`src/rtl/alu_ctrl_muldiv_pkg.sv`:
```
// rtl/alu_ctrl_muldiv_pkg.sv - ALU control codes, opcodes, funct codes and engine state
package alu_ctrl_muldiv_pkg;

  localparam logic [3:0] ALU_AND  = 4'b0000;
  localparam logic [3:0] ALU_OR   = 4'b0001;
  localparam logic [3:0] ALU_ADD  = 4'b0010;
  localparam logic [3:0] ALU_XOR  = 4'b0011;
  localparam logic [3:0] ALU_SUB  = 4'b0110;
  localparam logic [3:0] ALU_SLT  = 4'b0111;
  localparam logic [3:0] ALU_SLTU = 4'b1000;
  localparam logic [3:0] ALU_NOR  = 4'b1100;

  localparam logic [1:0] OP_ADD   = 2'b00;
  localparam logic [1:0] OP_SUB   = 2'b01;
  localparam logic [1:0] OP_RTYPE = 2'b10;
  localparam logic [1:0] OP_RSVD  = 2'b11;

  localparam logic [5:0] F_ADD   = 6'b100000;
  localparam logic [5:0] F_ADDU  = 6'b100001;
  localparam logic [5:0] F_SUB   = 6'b100010;
  localparam logic [5:0] F_SUBU  = 6'b100011;
  localparam logic [5:0] F_AND   = 6'b100100;
  localparam logic [5:0] F_OR    = 6'b100101;
  localparam logic [5:0] F_XOR   = 6'b100110;
  localparam logic [5:0] F_NOR   = 6'b100111;
  localparam logic [5:0] F_SLT   = 6'b101010;
  localparam logic [5:0] F_SLTU  = 6'b101011;
  localparam logic [5:0] F_MFHI  = 6'b010000;
  localparam logic [5:0] F_MTHI  = 6'b010001;
  localparam logic [5:0] F_MFLO  = 6'b010010;
  localparam logic [5:0] F_MTLO  = 6'b010011;
  localparam logic [5:0] F_MULT  = 6'b011000;
  localparam logic [5:0] F_MULTU = 6'b011001;
  localparam logic [5:0] F_DIV   = 6'b011010;
  localparam logic [5:0] F_DIVU  = 6'b011011;

  typedef enum logic [1:0] {ST_IDLE, ST_MUL, ST_DIV, ST_FIX} state_t;

  typedef enum logic [2:0] {
    CL_ALU, CL_MFHI, CL_MFLO, CL_MTHI, CL_MTLO, CL_MUL, CL_DIV, CL_ILL
  } op_class_t;

  // Returns {hit, alu code} for the single-cycle R-type ALU functs.
  function automatic logic [4:0] rtype_alu(input logic [5:0] f);
    logic [4:0] r;
    r = '0;
    case (f)
      F_ADD, F_ADDU: r = {1'b1, ALU_ADD};
      F_SUB, F_SUBU: r = {1'b1, ALU_SUB};
      F_AND:         r = {1'b1, ALU_AND};
      F_OR:          r = {1'b1, ALU_OR};
      F_XOR:         r = {1'b1, ALU_XOR};
      F_NOR:         r = {1'b1, ALU_NOR};
      F_SLT:         r = {1'b1, ALU_SLT};
      F_SLTU:        r = {1'b1, ALU_SLTU};
      default:       r = '0;
    endcase
    return r;
  endfunction

endpackage

```
`src/rtl/alu_ctrl_muldiv_if.sv`:
```
// rtl/alu_ctrl_muldiv_if.sv - ID/EX side bundle for the ALU control and mul/div block
interface alu_ctrl_muldiv_if #(
  parameter int WIDTH = 32
);
  logic             in_valid;
  logic             in_ready;
  logic [1:0]       alu_op;
  logic [5:0]       funct;
  logic [WIDTH-1:0] src_a;
  logic [WIDTH-1:0] src_b;
  logic             cancel;
  logic [3:0]       alu_con;
  logic             alu_valid;
  logic [WIDTH-1:0] mf_data;
  logic             mf_valid;
  logic             busy;
  logic             div_zero;
  logic             illegal;
  logic [WIDTH-1:0] hi;
  logic [WIDTH-1:0] lo;

  modport master (
    output in_valid, alu_op, funct, src_a, src_b, cancel,
    input  in_ready, alu_con, alu_valid, mf_data, mf_valid, busy, div_zero, illegal, hi, lo
  );

  modport slave (
    input  in_valid, alu_op, funct, src_a, src_b, cancel,
    output in_ready, alu_con, alu_valid, mf_data, mf_valid, busy, div_zero, illegal, hi, lo
  );
endinterface

```
`src/rtl/alu_ctrl_muldiv_muldiv_seq.sv`:
```
// rtl/alu_ctrl_muldiv_muldiv_seq.sv - iterative shift-add multiplier / restoring divider
module muldiv_seq
  import alu_ctrl_muldiv_pkg::*;
#(
  parameter int WIDTH = 32
) (
  input  logic             clk,
  input  logic             reset,
  input  logic             start,
  input  logic             is_div,
  input  logic             is_signed,
  input  logic             cancel,
  input  logic [WIDTH-1:0] a,
  input  logic [WIDTH-1:0] b,
  output logic             idle,
  output logic             busy,
  output logic             fix,
  output logic [WIDTH-1:0] res_hi,
  output logic [WIDTH-1:0] res_lo
);
  localparam int CW = $clog2(WIDTH);

  state_t           state;
  logic [CW-1:0]    cnt;
  logic [WIDTH-1:0] acc_hi;
  logic [WIDTH-1:0] acc_lo;
  logic [WIDTH-1:0] opb;
  logic             neg_q;
  logic             neg_r;
  logic             div_op;

  logic             a_neg, b_neg;
  logic [WIDTH-1:0] a_mag, b_mag;
  logic [WIDTH:0]   mul_sum;
  logic [WIDTH:0]   div_shift;
  logic [WIDTH:0]   div_diff;
  logic [2*WIDTH-1:0] prod, prod_neg;
  logic [WIDTH-1:0] quo_neg, rem_neg;

  assign a_neg = is_signed & a[WIDTH-1];
  assign b_neg = is_signed & b[WIDTH-1];
  assign a_mag = a_neg ? (~a + 1'b1) : a;
  assign b_mag = b_neg ? (~b + 1'b1) : b;

  // acc_hi holds the partial product (mul) or partial remainder (div);
  // acc_lo shifts out multiplier bits or shifts in quotient bits.
  assign mul_sum   = {1'b0, acc_hi} + (acc_lo[0] ? {1'b0, opb} : {(WIDTH+1){1'b0}});
  assign div_shift = {acc_hi, acc_lo[WIDTH-1]};
  assign div_diff  = div_shift - {1'b0, opb};

  assign prod     = {acc_hi, acc_lo};
  assign prod_neg = ~prod + 1'b1;
  assign quo_neg  = ~acc_lo + 1'b1;
  assign rem_neg  = ~acc_hi + 1'b1;

  always_comb begin
    res_hi = acc_hi;
    res_lo = acc_lo;
    if (div_op) begin
      res_lo = neg_q ? quo_neg : acc_lo;
      res_hi = neg_r ? rem_neg : acc_hi;
    end else if (neg_q) begin
      res_hi = prod_neg[2*WIDTH-1:WIDTH];
      res_lo = prod_neg[WIDTH-1:0];
    end
  end

  assign idle = (state == ST_IDLE);
  assign fix  = (state == ST_FIX);

  always_ff @(posedge clk) begin
    if (reset) begin
      state  <= ST_IDLE;
      busy   <= 1'b0;
      cnt    <= '0;
      acc_hi <= '0;
      acc_lo <= '0;
      opb    <= '0;
      neg_q  <= 1'b0;
      neg_r  <= 1'b0;
      div_op <= 1'b0;
    end else begin
      case (state)
        ST_IDLE: begin
          if (start) begin
            state  <= is_div ? ST_DIV : ST_MUL;
            busy   <= 1'b1;
            cnt    <= CW'(WIDTH - 1);
            acc_hi <= '0;
            acc_lo <= a_mag;
            opb    <= b_mag;
            neg_q  <= a_neg ^ b_neg;
            neg_r  <= a_neg;
            div_op <= is_div;
          end
        end
        ST_MUL: begin
          if (cancel) begin
            state <= ST_IDLE;
            busy  <= 1'b0;
          end else begin
            acc_hi <= mul_sum[WIDTH:1];
            acc_lo <= {mul_sum[0], acc_lo[WIDTH-1:1]};
            cnt    <= cnt - 1'b1;
            if (cnt == '0) state <= ST_FIX;
          end
        end
        ST_DIV: begin
          if (cancel) begin
            state <= ST_IDLE;
            busy  <= 1'b0;
          end else begin
            if (!div_diff[WIDTH]) begin
              acc_hi <= div_diff[WIDTH-1:0];
              acc_lo <= {acc_lo[WIDTH-2:0], 1'b1};
            end else begin
              acc_hi <= div_shift[WIDTH-1:0];
              acc_lo <= {acc_lo[WIDTH-2:0], 1'b0};
            end
            cnt <= cnt - 1'b1;
            if (cnt == '0) state <= ST_FIX;
          end
        end
        ST_FIX: begin
          state <= ST_IDLE;
          busy  <= 1'b0;
        end
        default: begin
          state <= ST_IDLE;
          busy  <= 1'b0;
        end
      endcase
    end
  end

endmodule

```
`src/rtl/alu_ctrl_muldiv.sv`:
```
// rtl/alu_ctrl_muldiv.sv - EX-stage ALU control decode with HI/LO and iterative mul/div
module alu_ctrl_muldiv
  import alu_ctrl_muldiv_pkg::*;
#(
  parameter int WIDTH     = 32,
  parameter bit MULDIV_EN = 1'b1
) (
  input  logic             clk,
  input  logic             reset,
  alu_ctrl_muldiv_if.slave bus
);
  logic             eng_idle;
  logic             eng_fix;
  logic [WIDTH-1:0] res_hi;
  logic [WIDTH-1:0] res_lo;
  logic             accept;
  logic             b_zero;
  logic             start;
  logic [4:0]       rt_hit;
  op_class_t        cls;
  logic [3:0]       code;

  assign bus.in_ready = eng_idle & ~reset;
  // A cancel coinciding with an accept squashes the instruction entirely.
  assign accept = bus.in_valid & bus.in_ready & ~bus.cancel;
  assign b_zero = (bus.src_b == '0);

  always_comb begin
    rt_hit = rtype_alu(bus.funct);
    cls    = CL_ILL;
    code   = ALU_AND;
    case (bus.alu_op)
      OP_ADD: begin
        cls  = CL_ALU;
        code = ALU_ADD;
      end
      OP_SUB: begin
        cls  = CL_ALU;
        code = ALU_SUB;
      end
      OP_RTYPE: begin
        if (rt_hit[4]) begin
          cls  = CL_ALU;
          code = rt_hit[3:0];
        end else if (MULDIV_EN) begin
          case (bus.funct)
            F_MFHI:          cls = CL_MFHI;
            F_MFLO:          cls = CL_MFLO;
            F_MTHI:          cls = CL_MTHI;
            F_MTLO:          cls = CL_MTLO;
            F_MULT, F_MULTU: cls = CL_MUL;
            F_DIV, F_DIVU:   cls = CL_DIV;
            default:         cls = CL_ILL;
          endcase
        end
      end
      default: cls = CL_ILL;
    endcase
  end

  assign start = accept & ((cls == CL_MUL) | ((cls == CL_DIV) & ~b_zero));

  muldiv_seq #(.WIDTH(WIDTH)) u_seq (
    .clk       (clk),
    .reset     (reset),
    .start     (start),
    .is_div    (cls == CL_DIV),
    .is_signed (~bus.funct[0]),
    .cancel    (bus.cancel),
    .a         (bus.src_a),
    .b         (bus.src_b),
    .idle      (eng_idle),
    .busy      (bus.busy),
    .fix       (eng_fix),
    .res_hi    (res_hi),
    .res_lo    (res_lo)
  );

  always_ff @(posedge clk) begin
    if (reset) begin
      bus.alu_con   <= '0;
      bus.alu_valid <= 1'b0;
      bus.mf_data   <= '0;
      bus.mf_valid  <= 1'b0;
      bus.div_zero  <= 1'b0;
      bus.illegal   <= 1'b0;
      bus.hi        <= '0;
      bus.lo        <= '0;
    end else begin
      bus.alu_valid <= 1'b0;
      bus.mf_valid  <= 1'b0;
      bus.div_zero  <= 1'b0;
      bus.illegal   <= 1'b0;
      if (eng_fix && !bus.cancel) begin
        bus.hi <= res_hi;
        bus.lo <= res_lo;
      end
      if (accept) begin
        bus.alu_con <= (cls == CL_ALU) ? code : ALU_AND;
        case (cls)
          CL_ALU:  bus.alu_valid <= 1'b1;
          CL_MFHI: begin
            bus.mf_data  <= bus.hi;
            bus.mf_valid <= 1'b1;
          end
          CL_MFLO: begin
            bus.mf_data  <= bus.lo;
            bus.mf_valid <= 1'b1;
          end
          CL_MTHI: bus.hi <= bus.src_a;
          CL_MTLO: bus.lo <= bus.src_a;
          CL_DIV:  bus.div_zero <= b_zero;
          CL_ILL:  bus.illegal <= 1'b1;
          default: ;
        endcase
      end
    end
  end

endmodule
```
`src/flat_wrapper.sv`:
```
// flat-port wrapper written by rule: the top's interface ports become plain ports
module alu_ctrl_muldiv_flat import alu_ctrl_muldiv_pkg::*;
#(
  parameter int WIDTH     = 32,
  parameter bit MULDIV_EN = 1'b1
)
  (clk, reset, bus_in_valid, bus_alu_op, bus_funct, bus_src_a, bus_src_b, bus_cancel, bus_in_ready, bus_alu_con, bus_alu_valid, bus_mf_data, bus_mf_valid, bus_busy, bus_div_zero, bus_illegal, bus_hi, bus_lo);
  alu_ctrl_muldiv_if #(.WIDTH(WIDTH)) bus_i ();
  input  logic clk;
  input  logic reset;
  input wire logic [$bits(bus_i.in_valid)-1:0] bus_in_valid;
  input wire logic [$bits(bus_i.alu_op)-1:0] bus_alu_op;
  input wire logic [$bits(bus_i.funct)-1:0] bus_funct;
  input wire logic [$bits(bus_i.src_a)-1:0] bus_src_a;
  input wire logic [$bits(bus_i.src_b)-1:0] bus_src_b;
  input wire logic [$bits(bus_i.cancel)-1:0] bus_cancel;
  output wire logic [$bits(bus_i.in_ready)-1:0] bus_in_ready;
  output wire logic [$bits(bus_i.alu_con)-1:0] bus_alu_con;
  output wire logic [$bits(bus_i.alu_valid)-1:0] bus_alu_valid;
  output wire logic [$bits(bus_i.mf_data)-1:0] bus_mf_data;
  output wire logic [$bits(bus_i.mf_valid)-1:0] bus_mf_valid;
  output wire logic [$bits(bus_i.busy)-1:0] bus_busy;
  output wire logic [$bits(bus_i.div_zero)-1:0] bus_div_zero;
  output wire logic [$bits(bus_i.illegal)-1:0] bus_illegal;
  output wire logic [$bits(bus_i.hi)-1:0] bus_hi;
  output wire logic [$bits(bus_i.lo)-1:0] bus_lo;
  assign bus_i.in_valid = bus_in_valid;
  assign bus_i.alu_op = bus_alu_op;
  assign bus_i.funct = bus_funct;
  assign bus_i.src_a = bus_src_a;
  assign bus_i.src_b = bus_src_b;
  assign bus_i.cancel = bus_cancel;
  assign bus_in_ready = bus_i.in_ready;
  assign bus_alu_con = bus_i.alu_con;
  assign bus_alu_valid = bus_i.alu_valid;
  assign bus_mf_data = bus_i.mf_data;
  assign bus_mf_valid = bus_i.mf_valid;
  assign bus_busy = bus_i.busy;
  assign bus_div_zero = bus_i.div_zero;
  assign bus_illegal = bus_i.illegal;
  assign bus_hi = bus_i.hi;
  assign bus_lo = bus_i.lo;
  alu_ctrl_muldiv #(.WIDTH(WIDTH), .MULDIV_EN(MULDIV_EN)) u_core (.clk(clk), .reset(reset), .bus(bus_i));
endmodule
```
`config.mk`:
```
export PLATFORM = sky130hd
export DESIGN_NAME = alu_ctrl_muldiv_flat
export DESIGN_NICKNAME = d
export VERILOG_FILES = /design/src/rtl/alu_ctrl_muldiv_pkg.sv /design/src/rtl/alu_ctrl_muldiv_if.sv /design/src/rtl/alu_ctrl_muldiv_muldiv_seq.sv /design/src/rtl/alu_ctrl_muldiv.sv /design/src/flat_wrapper.sv
export SDC_FILE = /design/constraint.sdc
export NUM_CORES = 1
export LEC_CHECK = 0
export ABC_AREA = 1
export CAP_MARGIN = 30
export CELL_PAD_IN_SITES_DETAIL_PLACEMENT = 1
export CELL_PAD_IN_SITES_GLOBAL_PLACEMENT = 1
export CORE_ASPECT_RATIO = 0.5
export CORE_UTILIZATION = 40
export DETAILED_ROUTE_END_ITERATION = 16
export MAX_ROUTING_LAYER = met4
export PLACE_DENSITY_LB_ADDON = 0.08
export SLEW_MARGIN = 20
export SYNTH_ARGS = -nofsm -noshare
export SYNTH_HDL_FRONTEND = slang
export SYNTH_SLANG_ARGS = --single-unit
```
`constraint.sdc`:
```
create_clock -name clk -period 3.4 [get_ports clk]
set_clock_uncertainty 0.2 [all_clocks]
set_input_delay 0.34 -clock clk [delete_from_list [all_inputs] [get_ports clk]]
set_output_delay 0.34 -clock clk [all_outputs]
set_load 0.05 [all_outputs]
```
# Word-level counts from Yosys, hierarchy flattened
# Memories as Yosys holds them, arrays and structs flattened.
# Cells that the tools add are included.
dict set report totals {
  regBits 211
  rom_bits 96
  input_bits 76
  out_inout_bits 106
  word_cells 144
  memories 1
}
dict set report classes {
  addsub 8
  n_eq_ne 28
  mux 47
  n_bitwise 20
  n_reduce_logical 23
}
# memory words width rd rd_ports_with_merged_regs wr line_no
set memory_table {}
lappend memory_table {{(name not given)} 32 3 1 0 0 alu_ctrl_muldiv.sv:46} ;# case (bus.funct)
# op n
set ops {}
lappend ops {{32-bit two-way mux} 22}
lappend ops {{32-bit one-hot mux with 3 select lines} 2}
lappend ops {{32-bit by 1-bit adder with 32-bit output, second input constant} 4}
lappend ops {{32-bit inverter} 4}
lappend ops {{64-bit by 1-bit adder with 64-bit output, second input constant} 1}
lappend ops {{64-bit inverter} 1}
lappend ops {{32-bit one-hot mux with 2 select lines} 1}
lappend ops {{6-bit equality test, second input constant} 10}
lappend ops {{5-bit one-hot mux with 8 select lines} 1}
lappend ops {{32-bit by 32-bit adder with 33-bit output} 1}
lappend ops {{33-bit by 32-bit subtractor with 33-bit output} 1}
lappend ops {{32-bit logical NOT} 1}
lappend ops {{3-bit equality test, second input constant} 4}
lappend ops {{4-bit one-hot mux with 3 select lines} 1}
lappend ops {{2-bit OR reduction} 6}
lappend ops {{5-bit two-way mux} 2}
lappend ops {{5-bit one-hot mux with 2 select lines} 1}
lappend ops {{2-bit two-way mux} 4}
lappend ops {{4-bit two-way mux} 2}
lappend ops {{2-bit != test, second input constant} 4}
lappend ops {{2-bit AND reduction} 4}
lappend ops {{1-bit AND} 7}
lappend ops {{2-bit equality test, second input constant} 3}
lappend ops {{3-bit by 2-bit equality test with 1-bit output, second input constant} 2}
lappend ops {{23 further kinds} 37}

# Longest topological paths before layout
dict set report depth {
  depth_word 11
  mapped_depth 21
  ltp_nobuf 19
}

# Cells and area by module
# Synthesis repeated with hierarchy kept, for this count alone.
dict set report unflattened {
  cells_unflattened 3430
  hier_area_um2 20060.5
}
# mod n_inst cells_each area_each_um2 seq_area_each_um2
set by_module_without_submodules {}
lappend by_module_without_submodules {muldiv_seq 1 2618 14367.5 2142.1}
lappend by_module_without_submodules {alu_ctrl_muldiv 1 812 5693.0 2082.0}

# Least setup slack after synthesis
# No wires, ideal clock.
dict set report synth_timing {
  path_type {flip-flop to flip-flop}
  startpoint {register u_core.u_seq.state[0]}
  endpoint {register u_core.u_seq.acc_lo[30]}
  setup_ns 0.117
  t_arrival_ns 2.781
  required_ns 3.083
  path_slack_ns 0.302
  path_stages_with_launch 14
  n_path_buf 2
  period_less_slack_ns 3.098
  path_cell_list {dfxtp_1 inv_1 ha_1 inv_1 nor2_1 nand3_1 nor2_4 nand3_4 nand2_4 nand2_2 buf_6 buf_6 nor3b_2 nor2_1}
}
dict set report synth_between {
  elab_chain_cells 7
  elab_cells_between_ends 13
  cone_classes {5 x eq/ne; 1 x mux; 4 x bitwise; 3 x reduce/logical}
}
# element line_no
set synth_lines {}
lappend synth_lines {{from (decl)} alu_ctrl_muldiv_muldiv_seq.sv:23} ;# state_t state;
lappend synth_lines {{from (signal assigned)} alu_ctrl_muldiv_muldiv_seq.sv:86} ;# state <= is_div ? ST_DIV : ST_MUL;
lappend synth_lines {{2-bit logical NOT} alu_ctrl_muldiv_muldiv_seq.sv:68} ;# assign idle = (state == ST_IDLE);
lappend synth_lines {{1-bit AND} alu_ctrl_muldiv.sv:23} ;# assign bus.in_ready = eng_idle & ~reset;
lappend synth_lines {{net bus_in_ready} flat_wrapper.sv:17} ;# output wire logic [$bits(bus_i.in_ready)-1:0] bus_in_ready;
lappend synth_lines {{1-bit AND (2 in series)} alu_ctrl_muldiv.sv:25} ;# assign accept = bus.in_valid & bus.in_ready & ~bus.cancel;
lappend synth_lines {{1-bit AND} alu_ctrl_muldiv.sv:61} ;# assign start = accept & ((cls == CL_MUL) | ((cls == CL_DIV) & ~b_zero));
lappend synth_lines {{2-bit != test (no source line)} --}
lappend synth_lines {{4-bit AND reduction (no source line)} --}
lappend synth_lines {{to (signal assigned)} alu_ctrl_muldiv_muldiv_seq.sv:103} ;# acc_lo <= {mul_sum[0], acc_lo[WIDTH-1:1]};
lappend synth_lines {{to (signal assigned)} alu_ctrl_muldiv_muldiv_seq.sv:115} ;# acc_lo <= {acc_lo[WIDTH-2:0], 1'b1};
lappend synth_lines {{to (signal assigned)} alu_ctrl_muldiv_muldiv_seq.sv:118} ;# acc_lo <= {acc_lo[WIDTH-2:0], 1'b0};
lappend synth_lines {{to (decl)} alu_ctrl_muldiv_muldiv_seq.sv:26} ;# logic [WIDTH-1:0] acc_lo;
# The timed path passes the listed nets, and every way through them passes these cells.
# A chain may end at the register's enable or synchronous reset.

# Final worst setup path
dict set report layout_timing {
  startpoint {register u_core.u_seq.acc_lo[0]}
  endpoint {register u_core.u_seq.acc_hi[20]}
}
dict set report layout_between {
  elab_chain_cells 4
}
# element line_no
set layout_lines {}
lappend layout_lines {{from (signal assigned)} alu_ctrl_muldiv_muldiv_seq.sv:90} ;# acc_lo <= a_mag;
lappend layout_lines {{from (signal assigned)} alu_ctrl_muldiv_muldiv_seq.sv:103}
lappend layout_lines {{from (signal assigned)} alu_ctrl_muldiv_muldiv_seq.sv:115}
lappend layout_lines {{32-bit two-way mux} alu_ctrl_muldiv_muldiv_seq.sv:47} ;# assign mul_sum = {1'b0, acc_hi} + (acc_lo[0] ? {1'b0, opb} : {(WIDTH+1){1'b0}});
lappend layout_lines {{32-bit by 32-bit adder with 33-bit output} alu_ctrl_muldiv_muldiv_seq.sv:47}
lappend layout_lines {{32-bit two-way mux} alu_ctrl_muldiv_muldiv_seq.sv:98} ;# if (cancel) begin
lappend layout_lines {{32-bit one-hot mux with 3 select lines} alu_ctrl_muldiv_muldiv_seq.sv:83} ;# case (state)
lappend layout_lines {{to (signal assigned)} alu_ctrl_muldiv_muldiv_seq.sv:102} ;# acc_hi <= mul_sum[WIDTH:1];
lappend layout_lines {{to (signal assigned)} alu_ctrl_muldiv_muldiv_seq.sv:114} ;# acc_hi <= div_diff[WIDTH-1:0];
lappend layout_lines {{to (signal assigned)} alu_ctrl_muldiv_muldiv_seq.sv:117} ;# acc_hi <= div_shift[WIDTH-1:0];
lappend layout_lines {{to (decl)} alu_ctrl_muldiv_muldiv_seq.sv:25} ;# logic [WIDTH-1:0] acc_hi;
# Every way passes these cells. The select of a mux whose other input is x is not followed.

==> results.ini <==
[run_status]
status = complete, no violations

[cells_and_area]
layout_commonest_cell = nand2_1
stdcell_count = 4168
syn_to_final_growth_pct = 20.80
fill_cells = 6484
final_cell_mix = nand2_1 (954), inv_1 (422), a21oi_1 (382)
nNetsFinal = 3682
drive_gt1_share_pct = 5.424
fin_area_mm2 = 0.02284

[yosys]
synth.yosys.seq_area_share_pct = 22.34
synth_area_mm2 = 0.01891
synth_fp_nets = 3486
syn_inst = 3329
ys_ff_latch = 211
synth_flop_cell = dfxtp_1
synth_top_area_cell = dfxtp_1
synth_cell_types = 49
yosys_warnings = 0
netlist_top_cells_area = dfxtp_1 (22%), nand2_1 (19%), a21oi_1 (10%)
synth_edf_count = 0
synth_top_area_share_pct = 22.34
syn_area_per_cell_um2 = 5.680
synth-async-reset-ratio_pct = 0

[setup_path]
cp-end-kind = register
arrival_ns = 3.55
critPathSlowestCell = dfxtp_1
critPathMostFrequentCell = nand2_1
required_ns = 3.71
path_class = register to register
path_cells = buf_4 > nand2_1 > inv_1 > ha_1 > a21oi_1 > o21ai_0 > a21oi_1 > o21ai_0 > nand2_1 > nand2_1 > nand2_1 > nand3_1 > nand2_1 > nand2_1 > a21oi_1
cp-start-kind = register
slowest_delay_ns = 0.43
path_max_fanout = 16
rr_worst_depth = 15

[place]
port_buffers = 181
place_congestion = 1.021
post-dp-hpwl_mm = 73.34
place_area_mm2 = 0.02208
dpl.cell_count = 4127

[floorplan]
ioPinCount = 182
die-area_mm2 = 0.04820
coreArea_mm2 = 0.04590
start_util_pct = 41.19
die_w_um = 309.5
chipHeight_um = 155.7
rows = 55

[clock_network]
cts_tree = built
postCtsHoldBufs = 0
post_cts_resized = 0
clkTransAtPathRegs_ns = 0.07
clock_latency_ns = 0.59
clock-sinks = 211
htreeDepth = 1
cts_buffers = 23
post_cts_buffers = 0
cts_buffer_depth = 3
root_buffer = clkbuf_16

[timing]
drv_slew = 0
fin_crit_sh_pct = 95.22
rsz0062_at_grt = false
hold_violations = 0
fin_crit_ns = 3.237
fmax_mhz = 308.9
slew_headroom_pct = 45.09
worst_pin_slew_ns = 0.8150
finalSetupViolCount = 0

[global_routing]
grt_pass1_wl_mm = 138.5
grt_overflow = 0
grtUsageTotal_pct = 38.38
grt_max_degree = 94
antenna_found_initial = 2
grt_pass1_vias = 23400

[route]
dr.pass1.iters = 5
vias_per_cell = 5.721
ant_nets = 0
wl_per_cell_um = 21.99
vias = 23850
drt-total-wl_mm = 91.64
first_iter_violations = 2193
drc = 0

[power_and_ir_drop]
powerDensity_mw_per_mm2 = 448.8
p_leak_nw = 10.83
ir_worst_vdd_uv = 409.1
p_total_mw = 10.25

[hold_path]
hold_depth = 3
hp-class = input pin to register

[run]
maxCapViolCount = 0

through the flow:
step / setup WS [ns] / hold slack, ns / TNS, ns / util [%]
final: 0.1626 / 0.2355 / 0 / 49.76
after global routing: 0.01628 / 0.2582 / 0 / 49.76
after CTS: 0.2389 / 0.2336 / 0 / 49.76
after detailed placement: -0.01853 / 0.2568 / -0.05420 / 48.10
after global placement: 0.09177 / 0.2532 / 0 / 48.10
after floorplan: 0.3023 / 0.2436 / 0 / -
synth_stat cells (3+ instances only):
master and instances:
nand2_1 955, inv_1 424, a21oi_1 382, nor2_1 299, o21ai_0 291, nand3_1 249, dfxtp_1 211, clkbuf_1 94
ha_1 79, nor3_1 51, xor2_1 48, nand4_1 30, xnor2_1 24, buf_2 21, nand3b_1 16, o22ai_1 16
buf_1 13, a31oi_1 12, o221ai_1 12, o21bai_1 11, or2_2 9, o211ai_1 8, a211oi_1 7, and2_1 7
o21ai_1 7, buf_6 6, a21o_1 5, nor4_1 5, buf_4 4, o31ai_1 4, nor2_4 3, o2111ai_1 3
o21a_1 3
final cells by class:
class                   instances  area (um2)  share of cell area [%]
diodes                          1       2.502                 0.01096
inverters                     427        1605                   7.028
clock buffers                  28       604.3                   2.646
multi-input cells            2553       12480                   54.65
well taps                     627       784.5                   3.434
repair buffers                309        2980                   13.05
clock inverters                12       157.7                  0.6902
flip-flops and latches        211        4225                   18.50
flip-flops by register name (all words and copies together), names as in the netlist:
| name | cells |
|---|---|
| u_core.bus.alu_valid | 1 |
| u_core.u_seq.acc_hi | 32 |
| u_core.bus.lo | 32 |
| u_core.u_seq.div_op | 1 |
| u_core.bus.mf_data | 32 |
| u_core.u_seq.acc_lo | 32 |
| u_core.u_seq.neg_r | 1 |
| u_core.u_seq.busy | 1 |
| u_core.bus.illegal | 1 |
| u_core.bus.mf_valid | 1 |
| u_core.u_seq.opb | 32 |
| u_core.bus.div_zero | 1 |
| u_core.u_seq.cnt | 5 |
| u_core.bus.hi | 32 |
| u_core.bus.alu_con | 4 |
| u_core.u_seq.neg_q | 1 |
| u_core.u_seq.state | 2 |
metal layers:
| layer | vias up | share of wire (%) | global-route usage, % |
|---|---|---|---|
| met5 | - | 0 | - |
| met4 | 0 | 4.0 | 14.03 |
| met3 | 204 | 7.0 | 5.556 |
| met2 | 837 | 44 | 59.99 |
| met1 | 11570 | 45 | 50.19 |
| li1 | 11230 | - | - |
worst max-delay path, delay by kind of cell, from the launching register on:
kind | cells | cell delay (ns)
AO/OA/AOI/OAI | 5 | 1.04
adder cells (fa/ha/maj) | 1 | 0.27
buffers and inverters | 2 | 0.38
flip-flops | 1 | 0.43
AND/OR/NAND/NOR | 7 | 0.81
worst paths after layout:
check,endpoint,slack [ns],start
worst min-delay path,u_core.bus.lo[31],0.24,bus_src_a[31]
worst max register to register,u_core.u_seq.acc_hi[20],0.16,u_core.u_seq.acc_lo[0]
worst max-delay path,u_core.u_seq.acc_hi[20],0.16,u_core.u_seq.acc_lo[0]
worst min register to register,u_core.bus.alu_con[3],0.27,u_core.bus.alu_con[3]
power by group:
| part | switching, mW | internal [mW] |
|---|---|---|
| logic | 3.25 | 1.32 |
| clock network | 1.26 | 1.51 |
| registers | 0.227 | 2.68 |
| total | 4.74 | 5.51 |
kinds of logic after synthesis:
kind of cell	synth area share, %
compound gates	21.41
xor+xnor	3.335
simple gates	35.81
buf+inv	11.67
flops	22.34
fa+ha+maj	5.439
(Power assumes the default switching activity.)
